$ cat config.mk
export PLATFORM = sky130hd
export DESIGN_NAME = spi_adc_scanner
export DESIGN_NICKNAME = d
export VERILOG_FILES = /design/src/rtl/spi_adc_scanner.sv
export SDC_FILE = /design/constraint.sdc
export NUM_CORES = 1
export LEC_CHECK = 0
export ABC_CLOCK_PERIOD_IN_PS = 2200
export CELL_PAD_IN_SITES_DETAIL_PLACEMENT = 1
export CELL_PAD_IN_SITES_GLOBAL_PLACEMENT = 1
export CORE_MARGIN = 8
export CORE_UTILIZATION = 45
export CTS_CLUSTER_DIAMETER = 150
export DETAILED_ROUTE_END_ITERATION = 10
export DONT_BUFFER_PORTS = 1
export PLACE_DENSITY_LB_ADDON = 0.1
export SLEW_MARGIN = 20
export SYNTH_ARGS = -nofsm -noshare
export SYNTH_HDL_FRONTEND = slang
export SYNTH_SLANG_ARGS = --single-unit
export TNS_END_PERCENT = 100
$ cat constraint.sdc
create_clock -name clk -period 2.2 [get_ports clk]
set_input_delay 0.44 -clock clk [delete_from_list [all_inputs] [get_ports clk]]
set_output_delay 0.44 -clock clk [all_outputs]
set_load 0.03 [all_outputs]
$ cat src/rtl/spi_adc_scanner.sv
// Autonomous SPI ADC scanner: Wishbone master driving an SPI master peripheral,
// plus a Wishbone slave exposing control, status and the per-channel result bank.
module spi_adc_scanner #(
  parameter int          NCH      = 8,
  parameter int          PER_W    = 16,
  parameter logic [31:0] SPI_BASE = 32'h0000_0000
) (
  input  logic        clk,
  input  logic        reset,
  input  logic [31:0] wb_adr_i,
  input  logic [31:0] wb_dat_i,
  output logic [31:0] wb_dat_o,
  input  logic [3:0]  wb_sel_i,
  input  logic        wb_cyc_i,
  input  logic        wb_stb_i,
  input  logic        wb_we_i,
  output logic        wb_ack_o,
  output logic [31:0] m_adr_o,
  output logic [31:0] m_dat_o,
  input  logic [31:0] m_dat_i,
  output logic [3:0]  m_sel_o,
  output logic        m_cyc_o,
  output logic        m_stb_o,
  output logic        m_we_o,
  input  logic        m_ack_i,
  output logic        irq
);

  typedef enum logic [2:0] {
    S_IDLE, S_DIV, S_CSLO, S_CMD, S_POLL, S_RD, S_CSHI, S_FIN
  } state_t;

  state_t            state_q, state_d;
  logic [2:0]        ch_q, ch_d;
  logic [PER_W-1:0]  cnt_q, cnt_d;
  logic [PER_W-1:0]  period_q, period_d;
  logic [7:0]        divisor_q, divisor_d;
  logic [2:0]        ctrl_q, ctrl_d;
  logic              done_q, done_d;
  logic              wb_ack_q, wb_ack_d;
  logic [31:0]       wb_dat_q, wb_dat_d;
  logic              m_cyc_q, m_cyc_d;
  logic              m_we_q, m_we_d;
  logic [31:0]       m_adr_q, m_adr_d;
  logic [31:0]       m_dat_q, m_dat_d;
  logic [7:0]        result_q [NCH];
  logic [7:0]        result_d [NCH];

  logic              wb_req;
  logic [4:0]        wb_off;
  logic              busy;
  logic              issue;
  state_t            issue_st;
  logic              unused_ok;

  assign busy   = (state_q != S_IDLE);
  assign wb_req = wb_cyc_i & wb_stb_i & ~wb_ack_q;
  assign wb_off = wb_adr_i[6:2];

  assign wb_ack_o = wb_ack_q;
  assign wb_dat_o = wb_dat_q;
  assign m_adr_o  = m_adr_q;
  assign m_dat_o  = m_dat_q;
  assign m_sel_o  = 4'hf;
  assign m_cyc_o  = m_cyc_q;
  assign m_stb_o  = m_cyc_q;
  assign m_we_o   = m_we_q;
  assign irq      = done_q & ctrl_q[1];

  assign unused_ok = ^{wb_sel_i, wb_adr_i[31:7], wb_adr_i[1:0], wb_dat_i, m_dat_i};

  always_comb begin
    state_d   = state_q;
    ch_d      = ch_q;
    cnt_d     = cnt_q;
    period_d  = period_q;
    divisor_d = divisor_q;
    ctrl_d    = ctrl_q;
    done_d    = done_q;
    wb_ack_d  = wb_req;
    wb_dat_d  = wb_dat_q;
    m_cyc_d   = m_cyc_q;
    m_we_d    = m_we_q;
    m_adr_d   = m_adr_q;
    m_dat_d   = m_dat_q;
    result_d  = result_q;
    issue     = 1'b0;
    issue_st  = S_IDLE;

    // CPU slave port: the access happens in the request cycle, data is returned with ack.
    if (wb_req && !wb_we_i) begin
      wb_dat_d = '0;
      case (wb_off)
        5'd0: wb_dat_d = {29'd0, ctrl_q};
        5'd1: wb_dat_d = {30'd0, done_q, busy};
        5'd2: wb_dat_d = 32'(period_q);
        5'd3: wb_dat_d = {24'd0, divisor_q};
        default: begin
          if (wb_off[4:3] == 2'b01) begin
            for (int i = 0; i < NCH; i++) begin
              if (wb_off[2:0] == 3'(i)) wb_dat_d = {24'd0, result_q[i]};
            end
          end
        end
      endcase
    end

    if (wb_req && wb_we_i) begin
      case (wb_off)
        5'd0: ctrl_d = wb_dat_i[2:0];
        5'd1: if (wb_dat_i[1]) done_d = 1'b0;
        5'd2: period_d = wb_dat_i[PER_W-1:0];
        5'd3: divisor_d = wb_dat_i[7:0];
        default: ;
      endcase
    end

    if (m_cyc_q && m_ack_i) m_cyc_d = 1'b0;

    // Sequencer; placed after the CPU writes so FIN's DONE set and EN clear win.
    case (state_q)
      S_IDLE: begin
        if (cnt_q != '0) begin
          cnt_d = cnt_q - PER_W'(1);
        end else if (ctrl_q[0]) begin
          state_d  = S_DIV;
          issue    = 1'b1;
          issue_st = S_DIV;
        end
      end
      S_FIN: begin
        done_d  = 1'b1;
        ch_d    = 3'd0;
        cnt_d   = period_q;
        if (ctrl_q[2]) ctrl_d[0] = 1'b0;
        state_d = S_IDLE;
      end
      default: begin
        if (!m_cyc_q) begin
          issue    = 1'b1;
          issue_st = state_q;
        end else if (m_ack_i) begin
          case (state_q)
            S_DIV:  state_d = S_CSLO;
            S_CSLO: state_d = S_CMD;
            S_CMD:  state_d = S_POLL;
            S_POLL: if (!m_dat_i[0]) state_d = S_RD;
            S_RD: begin
              for (int i = 0; i < NCH; i++) begin
                if (ch_q == 3'(i)) result_d[i] = m_dat_i[7:0];
              end
              state_d = S_CSHI;
            end
            S_CSHI: begin
              if (ch_q == 3'(NCH - 1)) begin
                state_d = S_FIN;
              end else begin
                ch_d    = ch_q + 3'd1;
                state_d = S_CSLO;
              end
            end
            default: state_d = S_IDLE;
          endcase
        end
      end
    endcase

    if (issue) begin
      m_cyc_d = 1'b1;
      m_we_d  = 1'b1;
      m_adr_d = SPI_BASE;
      m_dat_d = '0;
      case (issue_st)
        S_DIV: begin
          m_adr_d = SPI_BASE + 32'h0C;
          m_dat_d = {24'd0, divisor_q};
        end
        S_CSLO: m_adr_d = SPI_BASE + 32'h08;
        S_CMD:  m_dat_d = {24'd0, 2'b11, ch_q, 3'b000};
        S_POLL: begin
          m_we_d  = 1'b0;
          m_adr_d = SPI_BASE + 32'h04;
        end
        S_RD:   m_we_d = 1'b0;
        S_CSHI: begin
          m_adr_d = SPI_BASE + 32'h08;
          m_dat_d = 32'd1;
        end
        default: m_cyc_d = 1'b0;
      endcase
    end
  end

  always_ff @(posedge clk or negedge reset) begin
    if (!reset) begin
      state_q   <= S_IDLE;
      ch_q      <= 3'd0;
      cnt_q     <= '0;
      period_q  <= '0;
      divisor_q <= 8'hff;
      ctrl_q    <= 3'd0;
      done_q    <= 1'b0;
      wb_ack_q  <= 1'b0;
      wb_dat_q  <= '0;
      m_cyc_q   <= 1'b0;
      m_we_q    <= 1'b0;
      m_adr_q   <= '0;
      m_dat_q   <= '0;
      for (int i = 0; i < NCH; i++) result_q[i] <= 8'd0;
    end else begin
      state_q   <= state_d;
      ch_q      <= ch_d;
      cnt_q     <= cnt_d;
      period_q  <= period_d;
      divisor_q <= divisor_d;
      ctrl_q    <= ctrl_d;
      done_q    <= done_d;
      wb_ack_q  <= wb_ack_d;
      wb_dat_q  <= wb_dat_d;
      m_cyc_q   <= m_cyc_d;
      m_we_q    <= m_we_d;
      m_adr_q   <= m_adr_d;
      m_dat_q   <= m_dat_d;
      result_q  <= result_d;
    end
  end

endmodule

**Yosys cells after proc, flatten, opt, wreduce, memory -nomap -nowiden**

Cells that the tools add are included.

- Bits in registers: 213
- Input port bits: 106

- $add $sub $neg: 2
- Equality and inequality tests: 36
- Multiplexer cells: 47
- Bitwise logic cells: 6
- Reduce and logical (&&, ||, !) cells: 39

Operator list:

| kind | number |
|---|---|
| 2-to-1 mux 32 bit | 8 |
| case mux 32 bit (4 select lines) | 1 |
| AND reduction 5 bit | 10 |
| == test 3 bit (second input constant) | 15 |
| 2-to-1 mux 3 bit | 11 |
| case mux 16 bit (2 select lines) | 1 |
| == test 3 x 2 -> 1 bit (second input constant) | 8 |
| case mux 8 bit (3 select lines) | 1 |
| case mux 3 bit (2 select lines) | 3 |
| case mux 3 bit (6 select lines) | 1 |
| 2-to-1 mux 1 bit | 17 |
| 2-to-1 mux 16 bit | 1 |
| nonzero test 16 bit | 1 |
| nonzero test 2 bit | 8 |
| subtractor 16 x 1 -> 16 bit (second input constant) | 1 |
| == test 3 x 1 -> 1 bit (second input constant) | 4 |
| case mux 4 bit (3 select lines) | 1 |
| == test 5 x 2 -> 1 bit (second input constant) | 2 |
| logical NOT 3 bit | 3 |
| nonzero test 3 bit | 3 |
| 2-to-1 mux 8 bit | 1 |
| AND reduction 2 bit | 4 |
| inequality test 2 bit (second input constant) | 3 |
| OR reduction 2 bit | 3 |
| other kinds (13) | 19 |

**Depth between registers and ports, before layout**

Gate-level depths: netlist of the first run.

- Depth after elaboration: 11
- Mapped depth: 8

**Worst setup path before layout of the first run**

Ideal clock, no wire load.

- Path type: input to register
- Start: input port wb_adr_i[4]
- End: register period_q[10]
- Arrival time: 1.785 ns
- Path slack: 0.290 ns
- Stages: 8
- Path buffers: 3
- Cell sequence: buf_6 > nor3_4 > nand2_2 > nor2_4 > and3_1 > buf_6 > buf_12 > mux2_4

- Longest elaborated chain between the ends: 2

RTL lines:

| what | line | RTL |
|---|---|---|
| start, declared | 10 | `input logic [31:0] wb_adr_i,` |
| == test 5 x 2 -> 1 bit | 109 | `case (wb_off)` |
| AND reduction 2 bit (no source line) | - |  |
| end signal, assigned | 214 | `period_q <= period_d;` |
| end, declared | 36 | `logic [PER_W-1:0] period_q, period_d;` |

No other way between the ends.
A chain may end at the register's enable or synchronous reset.

**Final worst setup path of the first run**

- Start: register cnt_q[0]
- End: register cnt_q[7]

- Longest elaborated chain between the ends: 3

RTL lines:

| what | line | RTL |
|---|---|---|
| start, declared | 35 | `logic [PER_W-1:0] cnt_q, cnt_d;` |
| start signal, assigned | 213 | `cnt_q <= cnt_d;` |
| subtractor 16 x 1 -> 16 bit or nonzero test 16 bit (tied branches) | 124, 123 |  |
| 2-to-1 mux 16 bit or inequality test 2 bit (tied branches) | - |  |
| case mux 16 bit (2 select lines) or AND reduction 2 bit (tied branches) | - |  |

Several ways; a longest one is shown, not always the timed one. The select of a mux whose other input is x is not followed.

==> metrics.txt, run 1 <==
Port Buffers=0; P_leak=between 3 and 4 nW; Setup violations, final=0; f_max=approximately 500 MHz; antenna cells=0; grt ovf=0; peak supply drop=around 630 uV; Post-DP HPWL=roughly 14000 um; CP startpoint kind=flip-flop; Mapped Avg Cell Area=around 11 um2; mapped cell area=between 7000 and 8000 um2; initial antenna violation count=0; Setup TNS=0 ps; CP max FO=6; cell area power density=around 1100 nW/um2; Hold/Removal Path Class=input pin to asynchronous set/reset pin; chip height=approximately 150 um; Req. time, crit path=~2500 ps; min Tclk post-route=around 2000 ps; core region area=16500 um2; Clock Root Buffer=clkbuf_16; Seq/Total Area, Yosys=47.2%; Initial DRC Count=approximately 140; Clock Tree Buf Depth=2; Area Growth Syn to Fin=8.52%; Syn Inst Count=670; Clk pin slew, worst setup/hold paths=around 60 ps; Crit-path slowest cell=dfrtp_1; CTS tree=done; status=finished with violations; Buffers & Inverters on Critical Path=1; Least-Margin Pin Slew=~510 ps; Setup Skew=between 6 and 7 ps; NumNets Final=roughly 800; vias per cell=5.50; Inserted Clock Buffers=17; Most used DFF post-synth=dfrtp_1; crit-path leading delay family=simple AND/OR/NAND/NOR gates; top-count cell post-synth=dfrtp_1; Final Hold Viols=around 140; first-pass GRT wire length=~32000 um; Final Routed Wirelength=between 15000 and 20000 um; Worst-Skew Late Latency=420 ps; CP max stage delay=about 420 ps; Yosys reg bits=~140; fraction of registers with async set/reset=100%; area of the die=around 21000 um2; EDFF count, synth=0; Slew Limit Fails=0; final period utilization=between 90% and 100%; largest net degree at the start of global routing=around 140; CP Capture Type=flip-flop; maximum level of the CTS H-tree=4; Routability Congestion=between 0.7 and 0.8; share of post-route cells with drive strength above 1=26.5%; DRT antenna net count=0; synth warn=0; Starting Density=about 46%; Synth cell types=68; violated checks=hold timing; vias in the first global route=5466; critical path cell sequence=inv_1 > ha_1 > nor2b_1 > and4_1 > nand2b_2 > or3b_1 > o211a_1; leading area contributor after synthesis=dfrtp_1; post-synth top area share=between 40% and 50%; CTS Sinks=between 100 and 150; total vias in the final route=around 5000; maxcap violations=0; total power=roughly 9.1 mW; WL/cell=between 20 and 25 um; Arrival @ worst endpoint=~2300 ps; Slew HR=between 60% and 70%; Total GRT Usage=between 10% and 20%; I/O pin count=211; site row count=47; DRC violations left=0; Hold Slack=-285 ps; router iterations before antenna repair=4; top post-synthesis cells by count=dfrtp_1, mux2_2, buf_4, nand2_1, o21ai_0; Die W=about 150 um; WS Path Type=flip-flop to flip-flop; RSZ-0062 raised after global routing=false; top post-synthesis cells by area=dfrtp_1, mux2_2, buf_4
## cell usage in the layout, fill, tap and decap left out, types with 17 or more instances in the layout
cell and count:
a21oi_1 23, buf_4 18, clkbuf_16 17, conb_1 74, dfrtp_1 135, mux2_2 86, mux2i_1 28, nand2_1 36
nor2_1 32, o21ai_0 35
## worst paths after layout
check | start | endpoint | slack (ps) | cells after the start
setup / recovery | cnt_q[0]$_DFFE_PN0P_ | cnt_q[7]$_DFFE_PN0P_ | 160 | 7
hold / removal | reset | wb_dat_o[14]$_DFFE_PN0P_ | -290 | 0
setup reg to reg | cnt_q[0]$_DFFE_PN0P_ | cnt_q[7]$_DFFE_PN0P_ | 160 | 7
hold reg to reg | ctrl_q[2]$_DFFE_PN0P_ | ctrl_q[0]$_DFF_PN0_ | 500 | 1
max in group asynchronous | reset | divisor_q[7]$_DFFE_PN1P_ | 2150 | 0
min in group clk | m_ack_i | m_cyc_o$_DFFE_PN0P_ | 120 | 1
## worst register-to-register path: cells and delay by family, from the launching register on
family	cells	cell delay, ps
and+or+nand+nor	4	1050
DFF	1	420
buffers and inverters	1	100
AOI/OAI and AO/OA	1	120
adders and majority gates	1	220
## sequential cells by signal, summed over array words and instances (netlist names)
register and count:
m_cyc_o 1, period_q 16, m_adr_o 2, ctrl_q 3, ch_q 3, done_q 1, divisor_q 8, m_dat_o 8
result_q 64, cnt_q 16, wb_dat_o 16, wb_ack_o 1, state_q 3, m_we_o 1
## layout make-up
class                           count  area (um2)
Clock buffer                       22         474
Clock inverter                     10         159
Fill cell                        1771        8280
Inverter                           13        48.8
Multi-Input combinational cell    480        3520
Sequential cell                   143        3590
Tap cell                          220         275
Timing Repair Buffer               20         175
## layer usage
metal / global-route usage (%) / share of wire [%] / wire length, um / vias up
li1: - / - / - / 2282
met1: 23.1 / 41 / 8190 / 2571
met2: 33.6 / 52 / 10300 / 118
met3: 5.69 / 5.6 / 1110 / 19
met4: 4.37 / 1.1 / 219 / 0
met5: 0 / 0 / 0 / -
## power by group
| group | leakage, nW | switching [mW] | internal, mW |
|---|---|---|---|
| combinational | 1.67 | 1.28 | 0.920 |
| clock | 0.306 | 1.12 | 1.99 |
| sequential | 1.89 | 0.698 | 3.12 |
| total | 3.87 | 3.10 | 6.03 |
## through the flow
step / hold slack, ps / util [%] / setup WS (ps) / instance area [um2] / std cells
after floorplan: 144 / - / 290 / 7870 / 742
after detailed placement: 149 / 45.9 / 98.6 / 7580 / 875
final: -285 / 49.9 / 162 / 8240 / 908
after CTS: -305 / 49.7 / 85.3 / 8220 / 907
after global placement: 149 / 45.9 / 156 / 7580 / 875
after global routing: -309 / 49.9 / 23.1 / 8240 / 908
## repair_timing
action,4_1_cts,5_1_grt
endpoints found under the setup margin,0,7
setup buffers,0,1
endpoints found under the hold margin,143,143
gates resized for setup,0,4
## kinds of logic after synthesis
logic type,share of synthesized area (%)
DFF,47.2
muxes,19.0
and+or+nand+nor,10.4
other,0.0989
buffers and inverters,10.2
AOI/OAI and AO/OA,10.8
adders and majority gates,1.32
xor gates and xnor gates,0.923
Power figures use the tool's default switching activity.
==> run 2: changes to the inputs <==
--- a/config.mk
+++ b/config.mk
@@ -6,14 +6,15 @@
 export NUM_CORES = 1
 export LEC_CHECK = 0
 export ABC_CLOCK_PERIOD_IN_PS = 2200
+export CAP_MARGIN = 25
 export CELL_PAD_IN_SITES_DETAIL_PLACEMENT = 1
 export CELL_PAD_IN_SITES_GLOBAL_PLACEMENT = 1
-export CORE_MARGIN = 8
 export CORE_UTILIZATION = 45
 export CTS_CLUSTER_DIAMETER = 150
 export DETAILED_ROUTE_END_ITERATION = 10
 export DONT_BUFFER_PORTS = 1
 export PLACE_DENSITY_LB_ADDON = 0.1
+export REMOVE_ABC_BUFFERS = 1
 export SLEW_MARGIN = 20
 export SYNTH_ARGS = -nofsm -noshare
 export SYNTH_HDL_FRONTEND = slang
==> run 2 against run 1 <==
  * The run still ends with hold timing left
  * Sequential power barely moved
  * Maximum frequency is 2.0% lower
  * Hold slack lost 8.9 ps
  * Non-clock buffer count is 3 higher
  * Die area shrank 18%
  * Global-route usage rose by 3.8 points
  * Critical endpoint is now result_q[3]$_DFFE_PN0P_
  * Register-to-register slack got worse by 40 ps
==> metrics.txt, run 2 (same netlist as run 1, synthesis figures left out) <==
Setup violations, final=0; RSZ-0062 raised after global routing=false; Die W=about 130 um; Req. time, crit path=between 2000 and 3000 ps; most common cell after layout, fill and taps aside=dfrtp_1; Hold Slack=-294 ps; critical path cell sequence=nand2b_1 > nor2_2 > nand2_1 > mux2_2; Util after Layout=between 40% and 50%; vias per cell=roughly 5.5; most frequent cells in the layout=dfrtp_1, mux2_2, conb_1; CTS Sinks=between 100 and 150; min Tclk post-route=2080 ps; NumNets Final=slightly below 800; total power=about 8.8 mW; Initial DRC Count=a little under 200; Final Routed Wirelength=19100 um; vias in the first global route=approximately 5300; Inserted Clock Buffers=17; Clock Tree Buf Depth=2; Crit-path slowest cell=dfrtp_1; maximum level of the CTS H-tree=4; Total GRT Usage=between 20 and 25%; Slew Limit Fails=0; WS Path Type=flip-flop to flip-flop; cell area power density=roughly 1100 nW/um2; DRT antenna net count=0; Arrival @ worst endpoint=between 2000 and 2500 ps; most flop-heavy register=result_q; initial antenna violation count=0; area of the die=approximately 17000 um2; Largest register FFs=64; violated checks=hold timing; DRC violations left=0; Hold/Removal Path Class=input pin to asynchronous set/reset pin; Clk pin slew, worst setup/hold paths=approximately 70 ps; I/O pin count=roughly 210; CP max FO=9; final period utilization=a little over nine tenths; Setup Skew=roughly 14 ps; first-pass GRT wire length=between 30000 and 40000 um; Slew HR=61.2%; CP startpoint kind=flip-flop; CP max stage delay=between 500 and 600 ps; core region area=~17000 um2; Final Hold Viols=143; Routability Congestion=~0.78; fill count=approximately 1800; Starting Density=a little under half; antenna cells=0; grt ovf=0; total vias in the final route=~5000; placed cells=approximately 880; Post-DP HPWL=13200 um; router iterations before antenna repair=4; peak supply drop=595 uV; chip height=132 um; P_leak=3.86 nW; WL/cell=around 21 um; CTS tree=done; Least-Margin Pin Slew=slightly below 600 ps; status=finished with violations; fin cells=a little over 900; site row count=between 40 and 50; f_max=approximately 480 MHz; CP Capture Type=flip-flop; share of post-route cells with drive strength above 1=26.8%; Area Growth Syn to Fin=7.86%; Clock Root Buffer=clkbuf_16; Port Buffers=0; maxcap violations=0; largest net degree at the start of global routing=144; Setup TNS=0 ps; Worst-Skew Late Latency=430 ps
==> run 2: worst max-delay path: cells and delay by family, from the launching register on <==
family	cells	cell delay (ps)
and+or+nand+nor	3	1030
muxes	1	390
DFF	1	530
==> run 2: layout make-up <==
class | count | area [um2] | share of cell area, %
Inverter | 13 | 48.8 | 0.596
Sequential cell | 143 | 3590 | 43.8
Tap cell | 220 | 275 | 3.36
Clock inverter | 14 | 143 | 1.74
Timing Repair Buffer | 23 | 185 | 2.26
Clock buffer | 18 | 439 | 5.36
Multi-Input combinational cell | 480 | 3510 | 42.9
==> run 2: repair_timing <==
item                                    4_1_cts  5_1_grt
gates resized for setup                       1        1
setup buffers                                 0        0
endpoints found under the setup margin        1        2
endpoints found under the hold margin       143      143
==> run 2: per-layer routing <==
| layer | wire [um] | up-vias | track usage (%) |
|---|---|---|---|
| met4 | 346 | 0 | 8.66 |
| li1 | - | 2287 | - |
| met2 | 9930 | 125 | 40.1 |
| met5 | 0 | - | 0 |
| met1 | 7940 | 2600 | 28.2 |
| met3 | 864 | 26 | 4.77 |
==> run 2: worst paths after layout <==
path | startpoint | to | slack, ps | cells past startpoint
setup / recovery | state_q[1]$_DFFE_PN0P_ | result_q[3]$_DFFE_PN0P_ | 120 | 4
hold / removal | reset | wb_dat_o[13]$_DFFE_PN0P_ | -290 | 0
setup reg to reg | state_q[1]$_DFFE_PN0P_ | result_q[3]$_DFFE_PN0P_ | 120 | 4
hold reg to reg | result_q[28]$_DFFE_PN0P_ | result_q[28]$_DFFE_PN0P_ | 500 | 1
max in group asynchronous | reset | divisor_q[5]$_DFFE_PN1P_ | 2270 | 0
min in group clk | m_ack_i | m_cyc_o$_DFFE_PN0P_ | 90 | 1
==> run 2: power by group <==
part           internal, mW  switching (mW)
clock network          1.69            1.14
registers              3.12           0.690
logic                 0.921            1.27
total                  5.74            3.10
==> run 2: stage by stage <==
stage	instance area, um2	setup WS (ps)
floorplan	7140	96.1
global placement	7600	155
global route	8190	41.2
detailed placement	7600	6.39
CTS	8190	136
finish	8190	120
==> run 3: changes to the inputs <==
--- a/config.mk
+++ b/config.mk
@@ -13,7 +13,9 @@
 export CTS_CLUSTER_DIAMETER = 150
 export DETAILED_ROUTE_END_ITERATION = 10
 export DONT_BUFFER_PORTS = 1
+export HOLD_SLACK_MARGIN = 0.1
 export PLACE_DENSITY_LB_ADDON = 0.1
+export RECOVER_POWER = 100
 export REMOVE_ABC_BUFFERS = 1
 export SLEW_MARGIN = 20
 export SYNTH_ARGS = -nofsm -noshare
==> run 3 against run 2 <==
  * The run still ends with hold timing left
  * Highest routed layer unchanged
  * Cell area fell by 1.1%
  * Power shrank 0.36%
  * Hold slack improved by 4.4 ps
  * Largest power group unchanged
  * Routed wire length decreased by 0.18%
==> metrics.txt, run 3 (same netlist as run 1, synthesis figures left out) <==
P_leak=about 3.8 nW; Port Buffers=0; Setup Fix Bufs, Post-CTS=0; placed cells=a little under 900; Arrival @ worst endpoint=2370 ps; final period utilization=between 90% and 100%; Inserted Clock Buffers=17; share of post-route cells with drive strength above 1=between 20% and 30%; NumNets Final=around 800; CTS Sinks=between 100 and 150; Die W=~130 um; Slew Limit Fails=0; CTS tree=done; setup ws final=around 150 ps; CP Capture Type=flip-flop; status=finished with violations; Clock Tree Buf Depth=2; Crit-path slowest cell=dfrtp_1; most common cell after layout, fill and taps aside=dfrtp_1; Largest register FFs=64; peak supply drop=about 590 uV; Setup violations, final=0; core region area=roughly 17000 um2; Post-DP HPWL=~13000 um; Logic pwr share=24.5%; maximum level of the CTS H-tree=4; router iterations before antenna repair=4; f_max=~490 MHz; Total GRT Usage=approximately 23%; Clk pin slew, worst setup/hold paths=70 ps; chip height=132 um; Starting Density=46.0%; Area Growth Syn to Fin=6.71%; Util after Layout=between 40% and 50%; Initial DRC Count=approximately 200; Net Sw Frac=35.1%; Seq pwr share=43.3%; largest net degree at the start of global routing=between 100 and 150; switching pwr=3.09 mW; CP startpoint kind=flip-flop; first-pass GRT wire length=between 30000 and 40000 um; crit-path leading delay family=simple AND/OR/NAND/NOR gates; CTS Hold Buffers Added=1; Req. time, crit path=around 2500 ps; Critical R2R Launch=cnt_q[0]$_DFFE_PN0P_; I/O pin count=between 200 and 250; DRT antenna net count=0; register-to-register setup slack=150 ps; min Tclk post-route=2050 ps; DRC violations left=0; most flop-heavy register=result_q; most frequent CP cell=and4_1; total power=8.81 mW; Least-Margin Pin Slew=around 570 ps; violated checks=hold timing; WL/cell=between 20 and 25 um; Hold/Removal Path Class=input pin to asynchronous set/reset pin; Hold Slack=-290 ps; critical path cell sequence=inv_1 > ha_1 > nor2b_1 > and4_1 > and4_1 > or2_1 > a22o_1; most frequent cells in the layout=dfrtp_1, mux2_2, conb_1; Slew HR=62.1%; CP max FO=6; R2R cell count=7; Buffers & Inverters on Critical Path=1; cell area power density=1090 nW/um2; initial antenna violation count=0; WS Path Type=flip-flop to flip-flop; grt ovf=0; area of the die=around 17000 um2; Pint=approximately 5.7 mW; antenna cells=0; CP max stage delay=420 ps; Routability Congestion=between 0.7 and 0.8; Clk pwr share=32.2%; RSZ-0062 raised after global routing=false; RR Endpoint=m_dat_o[2]$_DFFE_PN0P_; maxcap violations=0; Worst-Skew Late Latency=roughly 430 ps; Final Routed Wirelength=around 19000 um; fin cells=approximately 910; Setup Skew=10.9 ps; total vias in the final route=a little over 5000; vias per cell=around 5.5; vias in the first global route=about 5300; site row count=47; Clock Root Buffer=clkbuf_16; post-place setup slack=roughly 6.4 ps; Setup TNS=0 ps; Final Hold Viols=around 140
run 3: cell count changes in the layout (fill, tap and decap cells not counted), moves of 2 or more:
| cell | change |
|---|---|
| mux2_4 | -8 |
| nor3_1 | +3 |
| nor3_2 | -3 |
| mux2_1 | +8 |
| clkbuf_1 | +4 |
| buf_4 | -11 |
| and2_1 | -2 |
| and2_0 | +2 |
| clkbuf_2 | +8 |
run 3: through the flow:
stage                     hold WS, ps  area [um2]
after global placement            147        7600
after detailed placement          147        7600
after CTS                        -309        8200
after floorplan                   144        7140
final                            -290        8100
after global routing             -306        8100
run 3: per-layer routing:
metal / GRT usage, % / vias up / wire [um]
li1: - / 2293 / -
met1: 28.2 / 2594 / 7890
met2: 40.2 / 131 / 9940
met3: 4.77 / 25 / 867
met4: 8.66 / 0 / 343
met5: 0 / - / 0
run 3: layout make-up:
class / count / area, um2
clock buffers: 18 / 439
repair buffers: 24 / 148
inverters: 13 / 48.8
flip-flops and latches: 143 / 3590
clock inverters: 14 / 143
fillers: 1796 / 8420
multi-input cells: 480 / 3460
well taps: 220 / 275
run 3: worst max path at each step:
stage | from | endpoint | slack (ps) | cells after the start
after CTS | cnt_q[0]$_DFFE_PN0P_ | m_dat_o[5]$_DFFE_PN0P_ | 140 | 6
after global routing | state_q[1]$_DFFE_PN0P_ | result_q[42]$_DFFE_PN0P_ | 30 | 5
final | cnt_q[0]$_DFFE_PN0P_ | m_dat_o[2]$_DFFE_PN0P_ | 150 | 7
after detailed placement | cnt_q[0]$_DFFE_PN0P_ | m_dat_o[5]$_DFFE_PN0P_ | 6 | 6
after global placement | cnt_q[0]$_DFFE_PN0P_ | m_dat_o[4]$_DFFE_PN0P_ | 160 | 6
after floorplan | wb_adr_i[5] | period_q[0]$_DFFE_PN0P_ | 100 | 5
run 3: power by group through the flow:
stage / logic (mW) / clock network, mW / registers (mW)
3_5_place_dp: 2.17 / 0 / 3.86
4_1_cts: 2.20 / 2.89 / 3.82
5_1_grt: 2.39 / 2.99 / 3.89
6_report: 2.16 / 2.84 / 3.81
2_1_floorplan: 1.56 / 0 / 3.81
3_3_place_gp: 2.09 / 0 / 3.81
run 3: timing repair:
| action | 4_1_cts | 5_1_grt |
|---|---|---|
| gates resized for setup | 1 | 1 |
| hold endpoints to repair | 144 | 143 |
| cloned | 0 | 0 |
| endpoints found under the setup margin | 1 | 2 |
